### config.mk
export PLATFORM = sky130hd
export DESIGN_NAME = stream_throttle_flat
export DESIGN_NICKNAME = d
export VERILOG_FILES = /design/src/rtl/stream_throttle_pkg.sv /design/src/rtl/stream_throttle_if.sv /design/src/rtl/throttle_lfsr.sv /design/src/rtl/stream_throttle.sv /design/src/flat_wrapper.sv
export SDC_FILE = /design/constraint.sdc
export NUM_CORES = 1
export LEC_CHECK = 0
export BUFFER_PORTS_ARGS = -buffer_cell sky130_fd_sc_hd__buf_2
export CORE_MARGIN = 3
export CORE_UTILIZATION = 52
export DETAILED_ROUTE_END_ITERATION = 7
export PLACE_DENSITY = 0.79
export SLEW_MARGIN = 20
export SYNTH_ARGS = -nofsm -noshare
export SYNTH_HDL_FRONTEND = slang
export SYNTH_SLANG_ARGS = --single-unit
### constraint.sdc
create_clock -name S_ACLK -period 4.6 [get_ports S_ACLK]
set_input_delay 0.92 -clock S_ACLK [delete_from_list [all_inputs] [get_ports S_ACLK]]
set_output_delay 0.92 -clock S_ACLK [all_outputs]
set_load 0.01 [all_outputs]
### src/rtl/stream_throttle_pkg.sv
// Shared definitions for the randomised AXI-stream bench stages.
//   LFSR_POLY     - Galois feedback mask for the 16-bit throttle LFSR
//   DEFAULT_SEED  - LFSR start state when the instantiator gives none
//   THROTTLE_OFF  - stall weight that never stalls
//   THROTTLE_MAX  - stall weight that stalls 15 cycles out of 16
//   lfsr_step()   - one Galois step (shift right, fold in POLY on a 1 out)
//   safe_seed()   - maps the lock-up seed 0 to 1
package stream_throttle_pkg;

  localparam logic [15:0] LFSR_POLY    = 16'hB400;
  localparam logic [15:0] DEFAULT_SEED = 16'h0001;
  localparam logic [3:0]  THROTTLE_OFF = 4'd0;
  localparam logic [3:0]  THROTTLE_MAX = 4'd15;

  function automatic logic [15:0] lfsr_step(input logic [15:0] s);
    return {1'b0, s[15:1]} ^ (s[0] ? LFSR_POLY : 16'h0000);
  endfunction

  // An all-zero Galois LFSR never leaves zero.
  function automatic logic [15:0] safe_seed(input logic [15:0] s);
    return (s == 16'h0000) ? 16'h0001 : s;
  endfunction

endpackage

### src/rtl/stream_throttle_if.sv
// AXI-stream style handshake bundle (valid/ready/data/last).
//   master modport: drives valid, data, last; receives ready
//   slave  modport: receives valid, data, last; drives ready
interface stream_throttle_if #(
  parameter int SW = 32
);
  logic          valid;
  logic          ready;
  logic [SW-1:0] data;
  logic          last;

  modport master (output valid, output data, output last, input ready);
  modport slave  (input valid, input data, input last, output ready);
endinterface

### src/rtl/throttle_lfsr.sv
// Free-running 16-bit Galois LFSR used to pace randomised bench stages.
//   clk     - clock
//   rst_n   - synchronous active-low reset, loads SEED (0 becomes 1)
//   state_o - current LFSR state, advances every cycle out of reset
module throttle_lfsr
  import stream_throttle_pkg::*;
#(
  parameter logic [15:0] SEED = DEFAULT_SEED
) (
  input  logic        clk,
  input  logic        rst_n,
  output logic [15:0] state_o
);

  localparam logic [15:0] SEED_EFF = safe_seed(SEED);

  logic [15:0] lfsr_q;
  logic [15:0] lfsr_d;

  always_comb begin
    lfsr_d = lfsr_step(lfsr_q);
  end

  always_ff @(posedge clk) begin
    if (!rst_n) begin
      lfsr_q <= SEED_EFF;
    end else begin
      lfsr_q <= lfsr_d;
    end
  end

  assign state_o = lfsr_q;

endmodule

### src/rtl/stream_throttle.sv
// Bench-side AXI-stream stage: small FIFO with LFSR-driven input backpressure
// and output valid gaps, delivered beat/packet counters, and a sticky flag for
// upstream stability violations (valid dropped or payload changed while stalled).
//   S_ACLK, S_ARESETN - clock, synchronous active-low reset
//   i_throttle        - stall weight, 0 = never stall, 15 = stall 15/16
//   i_clear           - zeroes o_beats/o_packets and o_err
//   s_axis (slave)    - upstream stream (S_VALID/S_READY/S_DATA/S_LAST)
//   m_axis (master)   - downstream stream (M_VALID/M_READY/M_DATA/M_LAST)
//   o_beats           - M handshakes, wraps
//   o_packets         - M handshakes carrying LAST, wraps
//   o_err             - sticky upstream protocol-violation flag
module stream_throttle
  import stream_throttle_pkg::*;
#(
  parameter int          SW     = 32,
  parameter int          LGFIFO = 2,
  parameter logic [15:0] SEED   = DEFAULT_SEED
) (
  input  logic               S_ACLK,
  input  logic               S_ARESETN,
  input  logic [3:0]         i_throttle,
  input  logic               i_clear,
  stream_throttle_if.slave   s_axis,
  stream_throttle_if.master  m_axis,
  output logic [31:0]        o_beats,
  output logic [15:0]        o_packets,
  output logic               o_err
);

  localparam int              DEPTH   = 1 << LGFIFO;
  localparam logic [LGFIFO:0] PTR_ONE = {{LGFIFO{1'b0}}, 1'b1};

  logic [15:0] lfsr_state;
  logic        unused_lfsr_bits;

  throttle_lfsr #(.SEED(SEED)) u_lfsr (
    .clk     (S_ACLK),
    .rst_n   (S_ARESETN),
    .state_o (lfsr_state)
  );

  // Upper LFSR bits are not needed by this stage.
  assign unused_lfsr_bits = ^lfsr_state[15:8];

  logic in_gate;
  logic out_gate;
  assign in_gate  = (lfsr_state[3:0] >= i_throttle);
  assign out_gate = (lfsr_state[7:4] >= i_throttle);

  // FIFO entries hold {last, data}.
  logic [SW:0]     mem_q [DEPTH];
  logic [LGFIFO:0] wr_ptr_q, wr_ptr_d;
  logic [LGFIFO:0] rd_ptr_q, rd_ptr_d;
  logic            hold_q, hold_d;
  logic [31:0]     beats_q, beats_d;
  logic [15:0]     packets_q, packets_d;
  logic            err_q, err_d;
  logic            prev_stall_q, prev_stall_d;
  logic [SW-1:0]   prev_data_q, prev_data_d;
  logic            prev_last_q, prev_last_d;

  logic        full;
  logic        empty;
  logic        s_ready;
  logic        m_valid;
  logic        push;
  logic        pop;
  logic        violation;
  logic [SW:0] head;

  always_comb begin
    full  = (wr_ptr_q[LGFIFO] != rd_ptr_q[LGFIFO]) &&
            (wr_ptr_q[LGFIFO-1:0] == rd_ptr_q[LGFIFO-1:0]);
    empty = (wr_ptr_q == rd_ptr_q);
    // Ready depends only on registered state, so a same-cycle pop never
    // opens a slot while full.
    s_ready = !full && in_gate;
    push    = s_axis.valid && s_ready;
    head    = mem_q[rd_ptr_q[LGFIFO-1:0]];
    // hold keeps a presented beat up until it is taken, regardless of out_gate.
    m_valid = !empty && (out_gate || hold_q);
    pop     = m_valid && m_axis.ready;
  end

  assign s_axis.ready = s_ready;
  assign m_axis.valid = m_valid;
  assign m_axis.data  = m_valid ? head[SW-1:0] : '0;
  assign m_axis.last  = m_valid && head[SW];

  always_comb begin
    wr_ptr_d = push ? (wr_ptr_q + PTR_ONE) : wr_ptr_q;
    rd_ptr_d = pop  ? (rd_ptr_q + PTR_ONE) : rd_ptr_q;

    hold_d = hold_q;
    if (pop) begin
      hold_d = 1'b0;
    end else if (m_valid) begin
      hold_d = 1'b1;
    end

    beats_d   = beats_q;
    packets_d = packets_q;
    if (i_clear) begin
      beats_d   = '0;
      packets_d = '0;
    end else if (pop) begin
      beats_d = beats_q + 32'd1;
      if (head[SW]) begin
        packets_d = packets_q + 16'd1;
      end
    end

    // Snapshot the stalled offer; next cycle it must be repeated unchanged.
    prev_stall_d = s_axis.valid && !s_ready;
    prev_data_d  = s_axis.data;
    prev_last_d  = s_axis.last;
    violation    = prev_stall_q && (!s_axis.valid ||
                                    (s_axis.data != prev_data_q) ||
                                    (s_axis.last != prev_last_q));
    // A violation in the clearing cycle still gets recorded.
    if (violation) begin
      err_d = 1'b1;
    end else if (i_clear) begin
      err_d = 1'b0;
    end else begin
      err_d = err_q;
    end
  end

  always_ff @(posedge S_ACLK) begin
    if (push) begin
      mem_q[wr_ptr_q[LGFIFO-1:0]] <= {s_axis.last, s_axis.data};
    end
  end

  always_ff @(posedge S_ACLK) begin
    if (!S_ARESETN) begin
      wr_ptr_q     <= '0;
      rd_ptr_q     <= '0;
      hold_q       <= 1'b0;
      beats_q      <= '0;
      packets_q    <= '0;
      err_q        <= 1'b0;
      prev_stall_q <= 1'b0;
      prev_data_q  <= '0;
      prev_last_q  <= 1'b0;
    end else begin
      wr_ptr_q     <= wr_ptr_d;
      rd_ptr_q     <= rd_ptr_d;
      hold_q       <= hold_d;
      beats_q      <= beats_d;
      packets_q    <= packets_d;
      err_q        <= err_d;
      prev_stall_q <= prev_stall_d;
      prev_data_q  <= prev_data_d;
      prev_last_q  <= prev_last_d;
    end
  end

  assign o_beats   = beats_q;
  assign o_packets = packets_q;
  assign o_err     = err_q;

endmodule

### src/flat_wrapper.sv
// flat-port wrapper written by rule: the top's interface ports become plain ports
module stream_throttle_flat import stream_throttle_pkg::*;
#(
  parameter int          SW     = 32,
  parameter int          LGFIFO = 2,
  parameter logic [15:0] SEED   = DEFAULT_SEED
)
  (S_ACLK, S_ARESETN, i_throttle, i_clear, o_beats, o_packets, o_err, s_axis_valid, s_axis_data, s_axis_last, s_axis_ready, m_axis_valid, m_axis_data, m_axis_last, m_axis_ready);
  stream_throttle_if #(.SW(SW)) s_axis_i ();
  stream_throttle_if #(.SW(SW)) m_axis_i ();
  input  logic S_ACLK;
  input  logic S_ARESETN;
  input  logic [3:0] i_throttle;
  input  logic i_clear;
  output logic [31:0] o_beats;
  output logic [15:0] o_packets;
  output logic o_err;
  input wire logic [$bits(s_axis_i.valid)-1:0] s_axis_valid;
  input wire logic [$bits(s_axis_i.data)-1:0] s_axis_data;
  input wire logic [$bits(s_axis_i.last)-1:0] s_axis_last;
  output wire logic [$bits(s_axis_i.ready)-1:0] s_axis_ready;
  output wire logic [$bits(m_axis_i.valid)-1:0] m_axis_valid;
  output wire logic [$bits(m_axis_i.data)-1:0] m_axis_data;
  output wire logic [$bits(m_axis_i.last)-1:0] m_axis_last;
  input wire logic [$bits(m_axis_i.ready)-1:0] m_axis_ready;
  assign s_axis_i.valid = s_axis_valid;
  assign s_axis_i.data = s_axis_data;
  assign s_axis_i.last = s_axis_last;
  assign s_axis_ready = s_axis_i.ready;
  assign m_axis_valid = m_axis_i.valid;
  assign m_axis_data = m_axis_i.data;
  assign m_axis_last = m_axis_i.last;
  assign m_axis_i.ready = m_axis_ready;
  stream_throttle #(.SW(SW), .LGFIFO(LGFIFO), .SEED(SEED)) u_core (.S_ACLK(S_ACLK), .S_ARESETN(S_ARESETN), .i_throttle(i_throttle), .i_clear(i_clear), .s_axis(s_axis_i), .m_axis(m_axis_i), .o_beats(o_beats), .o_packets(o_packets), .o_err(o_err));
endmodule
==> out/qor.txt, run 1 <==
Status: finished, final reports clean
Worst path bufs/invs: 4
Post-synth EDFFs: 132
Antenna violations before repair: 2
Die X: 141.9 um
Post-Synthesis Cells: 704
Met3 Routed Length: 904 um
Syn nets: 761
Max FO, Critical Path: 35
WP data required: 3.68 ns
Total clock sinks: 240
Async SR Flop Fraction: 0%
P per Cell Area: 393.3 nW/um^2
Biggest cell delay along the critical path: 0.35 ns
H-tree levels: 1
CTS tree: done
Final core utilization: 62.67%
DRC Markers: 0
Area leader, netlist: edfxtp_1
Worst Setup Path Type: in2out
Clock Pin Slew Worst Setup and Hold Paths: 0.06 ns
Rows: 49
Final hold vios: 0
Setup violators final: 0
Max-Cap Viols: 0
Post_cts resized: 0
Setup repair bufs after CTS: 0
Overall power consumption: 0.004458 W
Final Critical Period: 3.451 ns
Period utilisation layout: 75.01%
Routed Antenna Nets: 0
Yosys reg bits: 240
Normalized max-slew margin: 29.58%
Synth Cell Area: 9610 um^2
Syn_area_per_cell: 13.65 um^2
I/O pins: 126
Avg Vias per Cell: 5.454
Final WL: 18950 um
Initial core utilization: 53.14%
# nets final: 895
Grt ovf: 0
Maximum clock rate: 289.8 MHz
All-layer global routing usage: 18.60%
Largest net degree at the start of global routing: 49
Worst-Margin Slew: 1.043 ns
Vias: 5929
Register area: 6127 um^2
RSZ-0062 raised after global routing: no
Cts hold-fix bufs: 0
Total core area: 18090 um^2
Global-route wire length before repair: 30220 um
Total CTS buffers: 24
Layout cells sized above 1: 25.23%
PortBufs: 125
Slowest CP cell: a211oi_1
Share of the synthesized area in the top cell type: 41.24%
WL met2: 9364 um
M1 WL: 8237 um
Final Skew: 0.01504 ns
Crit-path cells: buf_2 > inv_1 > ha_1 > a211oi_1 > o21a_1 > nor2_2 > buf_4 > and2_1 > buf_2
Synth warnings: 0
Drt first pass iters: 5
Skew-Pair Late Insertion Delay: 0.51 ns
Ys flop type: edfxtp_1
Arrival @ worst endpoint: 2.53 ns
Number of DRC markers in iteration 0: 390
CP startpoint kind: primary input
Die area: 20150 um^2
Setup TNS Final: 0 ns
CTS root buffer: clkbuf_16
LEAKAGE: 4.191 nW
Fin. max-slew vios: 0
Layout fillers: 1348
Die height: 141.9 um
Drt wl/cell: 17.43 um
Area grow syn2layout: 17.94%
Sequential area share after synthesis: 63.74%
Highest Signal Layer: met5
Clock Tree Buf Depth: 3
Worst Hold Class: reg2reg
Commonest cells post-synth: edfxtp_1, dfxtp_1, and2_1, xnor2_1, nor2_1
Routability cong.: 0.7941
Netlist cell types: 44
Area of the multi-input gates: 3328 um^2
Top cells by area, synth: edfxtp_1, dfxtp_1, mux4_2
CP top delay family: compound AO/OA/AOI/OAI gates
Vias in the first global route: 5757
Maximum VDD drop: 0.2301 mV
Cell repeated most along the worst path: buf_2
Most common cell in the synthesized netlist: edfxtp_1
Final HPWL DP: 12300 um
Crit. End Element: primary output
## final timing paths
check	from	end	slack (ns)	cells after the start
worst max-delay path	i_throttle[3]	m_axis_data[10]	1.15	9
worst min register to register	u_core.u_lfsr.state_o[12]	u_core.u_lfsr.state_o[11]	0.43	1
worst min-delay path	u_core.u_lfsr.state_o[12]	u_core.u_lfsr.state_o[11]	0.43	1
worst max register to register	u_core.o_beats[0]	u_core.o_beats[28]	1.81	6
## cells by family (layout without fill, tap and decap cells)
| logic type | after synthesis | after routing | synth area share, % |
|---|---|---|---|
| flops | 240 | 240 | 63.74 |
| fa+ha+maj | 15 | 15 | 1.953 |
| compound gates | 58 | 58 | 3.672 |
| simple gates | 246 | 246 | 14.59 |
| mux | 36 | 36 | 8.046 |
| other cells | 0 | 2 | 0 |
| buf+inv | 40 | 192 | 1.706 |
| xor+xnor | 69 | 69 | 6.288 |
## power breakdown
part | total, W | internal (W) | switching, W
Combinational | 0.000142 | 0.0000574 | 0.0000848
Clock | 0.00202 | 0.00122 | 0.000796
Sequential | 0.00230 | 0.00229 | 0.0000118
Total | 0.00446 | 0.00357 | 0.000892
## area by class of cell
class                      count  share of cell area (%)
timing repair buffer         137                   6.314
sequential                   240                   54.06
tap                          229                   2.528
antenna                        2                 0.04416
clock inverter                15                   1.689
multi-input combinational    424                   29.36
clock buffer                  29                   5.641
inverter                      11                  0.3643
## cell usage in the layout (no fill, tap or decap), types with 16 or more instances in the layout
cell / count
nand2_1: 23
xnor2_1: 37
nand3_1: 18
nor2_1: 33
xor2_1: 32
mux4_2: 33
clkbuf_16: 24
and2_1: 90
o21ai_0: 16
a21oi_1: 22
dfxtp_1: 107
nand4_1: 18
edfxtp_1: 132
buf_2: 125
## worst reg2reg max path, stage by stage (launching register included)
cell     delay, ns
dfxtp_1       0.41
ha_1          0.20
nand3_1       0.23
nor4_1        0.61
nand4_1       0.54
or4_1         0.57
a21oi_1       0.16
## sequential cells by signal (all words and copies together), names as in the netlist, named ones only
signal,cells
u_core.hold_q,1
u_core.prev_data_q,32
u_core.o_beats,32
u_core.mem_q,132
u_core.prev_last_q,1
u_core.rd_ptr_q,3
u_core.o_packets,16
u_core.prev_stall_q,1
u_core.o_err,1
u_core.u_lfsr.state_o,16
u_core.wr_ptr_q,3
## stage by stage
step / hold WS [ns] / cells / cell area, um^2 / setup WS [ns]
6_report: 0.4346 / 1087 / 11330 / 1.149
5_1_grt: 0.4515 / 1086 / 11330 / 0.9864
4_1_cts: 0.4356 / 1085 / 11330 / 1.126
3_5_place_dp: 0.4177 / 1041 / 10500 / 1.135
3_3_place_gp: 0.4170 / 1041 / 10500 / 1.192
2_1_floorplan: 0.4119 / 704 / 9610 / 0.09350
## per-layer routing
metal	global-route usage (%)	vias up
met5	0	-
met4	5.455	2
met3	2.991	38
met2	30.95	148
met1	25.62	2885
li1	-	2856
Power figures use the tool's default switching activity.
==> run 2: changes to the inputs <==
Clock period 4.6 ns to 2.9 ns, I/O delays scaled along.
==> run 2 against run 1 <==
  * Wire length is 2.3% higher
  * Worst hold slack worse by 0.10 ns
  * Clock power grew 52%
  * Power up 56%
  * First-iteration DRC count decreased by 13%
  * Combinational power rose by 66%
  * Die area unchanged
  * Utilization increased by 0.71 points
  * Register-to-register slack lost 1.3 ns
  * Clock skew shrank 0.0071 ns
  * Cell count barely moved
  * Sequential share of layout area fell by 0.60 points
  * Largest cell class unchanged
==> out/qor.txt, run 2 (same netlist as run 1, synthesis figures left out) <==
Setup TNS Final: 0 ns (unchanged)
Crit. End Element: primary output (unchanged)
Rows: 49 (unchanged)
Internal: 0.005617 W (was 0.003565 W)
Layout fillers: 1331 (was 1348)
Setup WS post-layout: 0.1241 ns (was 1.149 ns)
Switching share of power: 19.34% (was 20.01%)
Dpl cell area: 10600 um^2 (was 10500 um^2)
Maximum clock rate: 360.2 MHz
Final HPWL DP: 12440 um (was 12300 um)
Drt first pass iters: 6 (was 5)
Hold_ws: 0.3326 ns (was 0.4346 ns)
Total clock sinks: 240 (unchanged)
Setup violators final: 0 (unchanged)
Clock Pin Slew Worst Setup and Hold Paths: 0.06 ns (about the same)
Sequential power share: 52.4% (was 51.6%)
Largest register FFs: 132 (unchanged)
LEAKAGE: 4.213 nW (was 4.191 nW)
Ant diodes: 0 (was 2)
Layout cells sized above 1: 25.73% (was 25.23%)
Layout Cell Area excl Fill: 11460 um^2 (was 11330 um^2)
All-layer global routing usage: 19.18% (was 18.60%)
Final Skew: 0.007944 ns (was 0.01504 ns)
Final WL: 19380 um (was 18950 um)
Antenna violations before repair: 1 (was 2)
# nets final: 898 (was 895)
DRC Markers: 0 (unchanged)
Max FO, Critical Path: 5 (was 35)
RSZ-0062 raised after global routing: no (unchanged)
Die area: 20150 um^2 (unchanged)
CTS root buffer: clkbuf_16 (unchanged)
Avg Vias per Cell: 5.480 (was 5.454)
Max-Cap Viols: 0 (unchanged)
Fin. max-slew vios: 0 (unchanged)
Largest net degree at the start of global routing: 49 (unchanged)
Area of the multi-input gates: 3402 um^2 (was 3328 um^2)
Routability cong.: 0.7908 (was 0.7941)
Clock share of power: 44.2% (was 45.2%)
Vias in the first global route: 5865 (was 5757)
Worst-Margin Slew: 1.155 ns (was 1.043 ns)
Status: finished, final reports clean (unchanged)
Most frequent cells in the layout: edfxtp_1, buf_2, dfxtp_1, and2_1, xnor2_1 (unchanged)
Skew-Pair Late Insertion Delay: 0.50 ns (was 0.51 ns)
Register area: 6127 um^2 (unchanged)
Final hold vios: 0 (unchanged)
Crit-path cells: inv_1 > ha_1 > nand2b_1 > a211o_1 > a21oi_2 > nor2b_1 > buf_2 (was buf_2 > inv_1 > ha_1 > a211oi_1 > o21a_1 > nor2_2 > buf_4 > and2_1 > buf_2)
WP data required: 2.32 ns (was 3.68 ns)
Worst Hold Class: in2reg (was reg2reg)
Die X: 141.9 um (unchanged)
Routed Antenna Nets: 0 (unchanged)
H-tree levels: 1 (unchanged)
Die height: 141.9 um (unchanged)
Vias: 5962 (was 5929)
Global-route wire length before repair: 30890 um (was 30220 um)
Commonest non-fill, non-tap cell in the layout: edfxtp_1 (unchanged)
CP startpoint kind: register (was primary input)
Final Critical Period: 2.776 ns
Total core area: 18090 um^2 (unchanged)
Grt ovf: 0 (unchanged)
Drt wl/cell: 17.81 um (was 17.43 um)
Total CTS buffers: 24 (unchanged)
I/O pins: 126 (unchanged)
Clock Tree Buf Depth: 3 (unchanged)
Normalized max-slew margin: 22.03% (was 29.58%)
Post-place setup slack: 0.1788 ns (was 1.135 ns)
Psw: 0.001347 W (was 0.0008921 W)
Cts hold-fix bufs: 0 (unchanged)
Number of DRC markers in iteration 0: 338 (was 390)
Period utilisation layout: 95.72%
Maximum VDD drop: 0.4458 mV (was 0.2301 mV)
P per Cell Area: 607.5 nW/um^2 (was 393.3 nW/um^2)
Worst Setup Path Type: reg2out (was in2out)
Arrival @ worst endpoint: 2.20 ns (was 2.53 ns)
Initial core utilization: 53.14% (unchanged)
PortBufs: 125 (unchanged)
Biggest cell delay along the critical path: 0.44 ns (was 0.35 ns)
CTS tree: done (unchanged)
Area grow syn2layout: 19.27% (was 17.94%)
Slowest CP cell: dfxtp_1 (was a211oi_1)
Comb pwr share: 3.4% (was 3.2%)
## run 2: cell count changes in the layout (fill, tap and decap cells not counted), sizes merged
cell / previous run / this run
clkbuf: 29 / 40
clkinv: 8 / 1
buf: 137 / 140
bufinv: 4 / 2
diode: 2 / 0
clkinvlp: 2 / 1
inv: 12 / 11
## run 2: cell type report
type,instances,share of cell area [%]
Tap cell,229,2.500
Inverter,11,0.3602
Timing Repair Buffer,140,6.986
Sequential cell,240,53.46
Clock buffer,40,6.386
Clock inverter,4,0.6331
Multi-Input combinational cell,424,29.68
## run 2: power by group through the flow
stage,Combinational (W),Sequential [W],Clock [W]
global route,0.000261,0.00365,0.00328
CTS,0.000235,0.00365,0.00314
floorplan,0.000123,0.00372,0
detailed placement,0.000231,0.00372,0
finish,0.000236,0.00365,0.00308
global placement,0.000225,0.00372,0
## run 2: worst paths after layout
check | from | end | slack (ns) | cells after the start
worst max-delay path | u_core.u_lfsr.state_o[0] | s_axis_ready | 0.12 | 7
worst min-delay path | s_axis_data[22] | u_core.mem_q[2][22] | 0.33 | 1
worst max register to register | u_core.o_beats[0] | u_core.o_beats[28] | 0.56 | 7
worst min register to register | u_core.u_lfsr.state_o[8] | u_core.u_lfsr.state_o[7] | 0.44 | 1
## run 2: per-stage QoR
step	total power (W)	utilization, %	instances
finish	0.006964	63.38	1088
CTS	0.007020	63.08	1088
global route	0.007189	63.38	1088
detailed placement	0.003951	58.59	1044
global placement	0.003943	58.59	1044
floorplan	0.003840	-	704
## run 2: repair_timing
item                                    4_1_cts  5_1_grt
buffers inserted                              0        0
gates resized for setup                       1        7
endpoints found under the setup margin       11       35
## run 2: layer usage
metal | routed length, um | track usage [%]
met2 | 9318 | 30.90
met4 | 520 | 5.859
met5 | 13 | 0
met1 | 8425 | 26.78
met3 | 1101 | 3.730
## run 2: critical path, delay by kind of cell (launching register included)
family                     cells  cell delay [ns]
AOI/OAI and AO/OA              2             0.50
DFF                            1             0.44
adders and majority gates      1             0.27
buffers and inverters          2             0.23
and+or+nand+nor                2             0.25
==> run 3: changes to the inputs <==
Settings changed: CORE_UTILIZATION 52 to 56, PLACE_DENSITY 0.79 to 0.81.
Clock period 2.9 ns to 3.4 ns, I/O delays scaled along.
==> run 3 against run 2 <==
  * Global-route usage increased by 2.9 points
  * Sequential power is 15% lower
  * Largest cell class unchanged
  * Non-clock buffer count decreased by 3
  * Worst hold slack improved by 0.085 ns
  * Sequential cell count stayed put
  * Clock-buffer cell count is 11 lower
  * Die area decreased by 6.8%
  * Combinational power down 17%
  * Sequential share of layout area grew 0.97 points
==> out/qor.txt, run 3 (same netlist as run 1, synthesis figures left out) <==
Arrival @ worst endpoint: 2.44 ns (was 2.20 ns)
DRC Markers: 0 (unchanged)
Largest net degree at the start of global routing: 49 (unchanged)
Max FO, Critical Path: 36 (was 5)
Fin. max-slew vios: 0 (unchanged)
Grt ovf: 0 (unchanged)
Total CTS buffers: 23 (was 24)
Maximum clock rate: 320.5 MHz
Worst reg2reg startpoint: u_core.u_lfsr.state_o[0] (was u_core.o_beats[0])
Final Critical Period: 3.121 ns
Clock Pin Slew Worst Setup and Hold Paths: 0.06 ns (about the same)
Flop-to-flop setup slack: 0.65 ns (was 0.56 ns)
Normalized max-slew margin: 32.95% (was 22.03%)
Hold Crit Endpoint: u_core.mem_q[0][20] (was u_core.mem_q[2][22])
Number of DRC markers in iteration 0: 466 (was 338)
Final WL: 20540 um (was 19380 um)
Dpl cell area: 10520 um^2 (was 10600 um^2)
Max-Cap Viols: 0 (unchanged)
Most frequent cells in the layout: edfxtp_1, buf_2, dfxtp_1, and2_1, xnor2_1 (unchanged)
Commonest non-fill, non-tap cell in the layout: edfxtp_1 (unchanged)
Layout fillers: 1155 (was 1331)
Total core area: 16700 um^2 (was 18090 um^2)
I/O pins: 126 (unchanged)
Status: finished, final reports clean (unchanged)
Layout Cell Area excl Fill: 11260 um^2 (was 11460 um^2)
Vias in the first global route: 6117 (was 5865)
Worst R2R End: u_core.mem_q[0][6] (was u_core.o_beats[28])
Crit. End Element: primary output (unchanged)
Dpl cells: 1032 (was 1044)
Worst Hold Class: in2reg (unchanged)
Antenna violations before repair: 3 (was 1)
Final core utilization: 67.40% (was 63.38%)
Internal: 0.004594 W (was 0.005617 W)
Setup WS post-layout: 0.2795 ns (was 0.1241 ns)
Switching share of power: 20.36% (was 19.34%)
LEAKAGE: 4.153 nW (was 4.213 nW)
HP Start: s_axis_data[20] (was s_axis_data[22])
CTS tree: done (unchanged)
WP data required: 2.72 ns (was 2.32 ns)
Routed Antenna Nets: 0 (unchanged)
P per Cell Area: 512.5 nW/um^2 (was 607.5 nW/um^2)
Worst Reg2Reg Path Length in Cells: 7 (unchanged)
Total clock sinks: 240 (unchanged)
Skew-Pair Late Insertion Delay: 0.51 ns (was 0.50 ns)
Rows: 47 (was 49)
Clock Tree Buf Depth: 3 (unchanged)
Final hold vios: 0 (unchanged)
Overall power consumption: 0.005769 W (was 0.006964 W)
Area grow syn2layout: 17.13% (was 19.27%)
Crit-path cells: xor2_1 > nor3_1 > nor2_4 > and2_1 > buf_2 (was inv_1 > ha_1 > nand2b_1 > a211o_1 > a21oi_2 > nor2b_1 > buf_2)
RSZ-0062 raised after global routing: no (unchanged)
Maximum VDD drop: 0.5792 mV (was 0.4458 mV)
PortBufs: 125 (unchanged)
Layout cells sized above 1: 24.82% (was 25.73%)
CTS root buffer: clkbuf_16 (unchanged)
Largest register FFs: 132 (unchanged)
Global-route wire length before repair: 32310 um (was 30890 um)
Drt wl/cell: 19.09 um (was 17.81 um)
Worst-Margin Slew: 0.9931 ns (was 1.155 ns)
Fin cells: 1076 (was 1088)
All-layer global routing usage: 22.09% (was 19.18%)
Die X: 137 um (was 141.9 um)
Period utilisation layout: 91.78%
Routability cong.: 0.8342 (was 0.7908)
Hold Path Stages: 1 (unchanged)
Slowest CP cell: nor2_4 (was dfxtp_1)
Post-place setup slack: -0.1408 ns (was 0.1788 ns)
Avg Vias per Cell: 5.685 (was 5.480)
Die area: 18770 um^2 (was 20150 um^2)
Initial core utilization: 57.54% (was 53.14%)
CP startpoint kind: register (unchanged)
H-tree levels: 1 (unchanged)
Setup repair bufs after CTS: 0 (unchanged)
Final Skew: 0.006516 ns (was 0.007944 ns)
Worst Setup Path Type: reg2out (unchanged)
Clock share of power: 42.7% (was 44.2%)
Comb pwr share: 3.4% (about the same)
Final HPWL DP: 13150 um (was 12440 um)
Drt first pass iters: 5 (was 6)
Biggest cell delay along the critical path: 0.58 ns (was 0.44 ns)
Die height: 137 um (was 141.9 um)
# nets final: 894 (was 898)
Setup violators final: 0 (unchanged)
Psw: 0.001175 W (was 0.001347 W)
Vias: 6117 (was 5962)
Sequential power share: 53.9% (was 52.4%)
-- run 3: cell types whose count changed in the layout (fill, tap and decap cells not counted), sizes merged --
cell    previous run  this run
clkbuf            40        29
clkinv             1         9
buf              140       137
diode              0         2
inv               11        12
-- run 3: metrics by stage --
stage	TNS [ns]	hold WS [ns]
floorplan	0	0.4119
global placement	0	0.4196
detailed placement	-3.706	0.4185
CTS	0	0.3999
global route	0	0.4110
finish	0	0.4175
-- run 3: worst max-delay path by stage --
| stage | cells past startpoint | slack, ns | start | end |
|---|---|---|---|---|
| after floorplan | 5 | 0.34 | i_throttle[0] | u_core.mem_q[3][0] |
| after global placement | 8 | 0.02 | i_throttle[3] | m_axis_data[29] |
| after detailed placement | 8 | -0.14 | i_throttle[3] | m_axis_data[31] |
| after CTS | 6 | 0.24 | u_core.u_lfsr.state_o[7] | m_axis_data[23] |
| after global routing | 5 | 0.06 | u_core.wr_ptr_q[2] | m_axis_data[23] |
| final | 5 | 0.28 | u_core.wr_ptr_q[2] | m_axis_data[23] |
-- run 3: cell type report --
class                      instances  area (um^2)  area share [%]
timing repair buffer             137        740.7           6.580
tap                              220        275.3           2.445
clock buffer                      29        608.1           5.402
antenna                            2        5.005         0.04446
multi-input combinational        424         3343           29.70
inverter                          11        41.29          0.3668
clock inverter                    13        116.4           1.034
sequential                       240         6127           54.43
-- run 3: power groups by stage --
stage	registers [W]	clock network, W	logic (W)
floorplan	0.00317	0	0.000104
global placement	0.00317	0	0.000182
detailed placement	0.00317	0	0.000192
CTS	0.00311	0.00250	0.000196
global route	0.00311	0.00263	0.000215
finish	0.00311	0.00246	0.000195
-- run 3: critical path, delay by kind of cell, from the launching register on --
family,cells,cell delay (ns)
AND/OR/NAND/NOR,3,0.99
buffers and inverters,1,0.14
XOR/XNOR,1,0.37
flip-flops,1,0.41
-- run 3: timing repair --
action | 4_1_cts | 5_1_grt
endpoints found under the setup margin | 34 | 0
hold buffers | 0 | 0
resized for setup | 1 | 0
-- run 3: routing by layer --
layer | vias to the layer above | GRT usage [%] | share of wire, %
met1 | 3036 | 29.32 | 41
met4 | 4 | 7.206 | 2.6
met3 | 43 | 3.529 | 5.0
met5 | - | 0 | 0.13
met2 | 184 | 37.44 | 51
li1 | 2850 | - | -
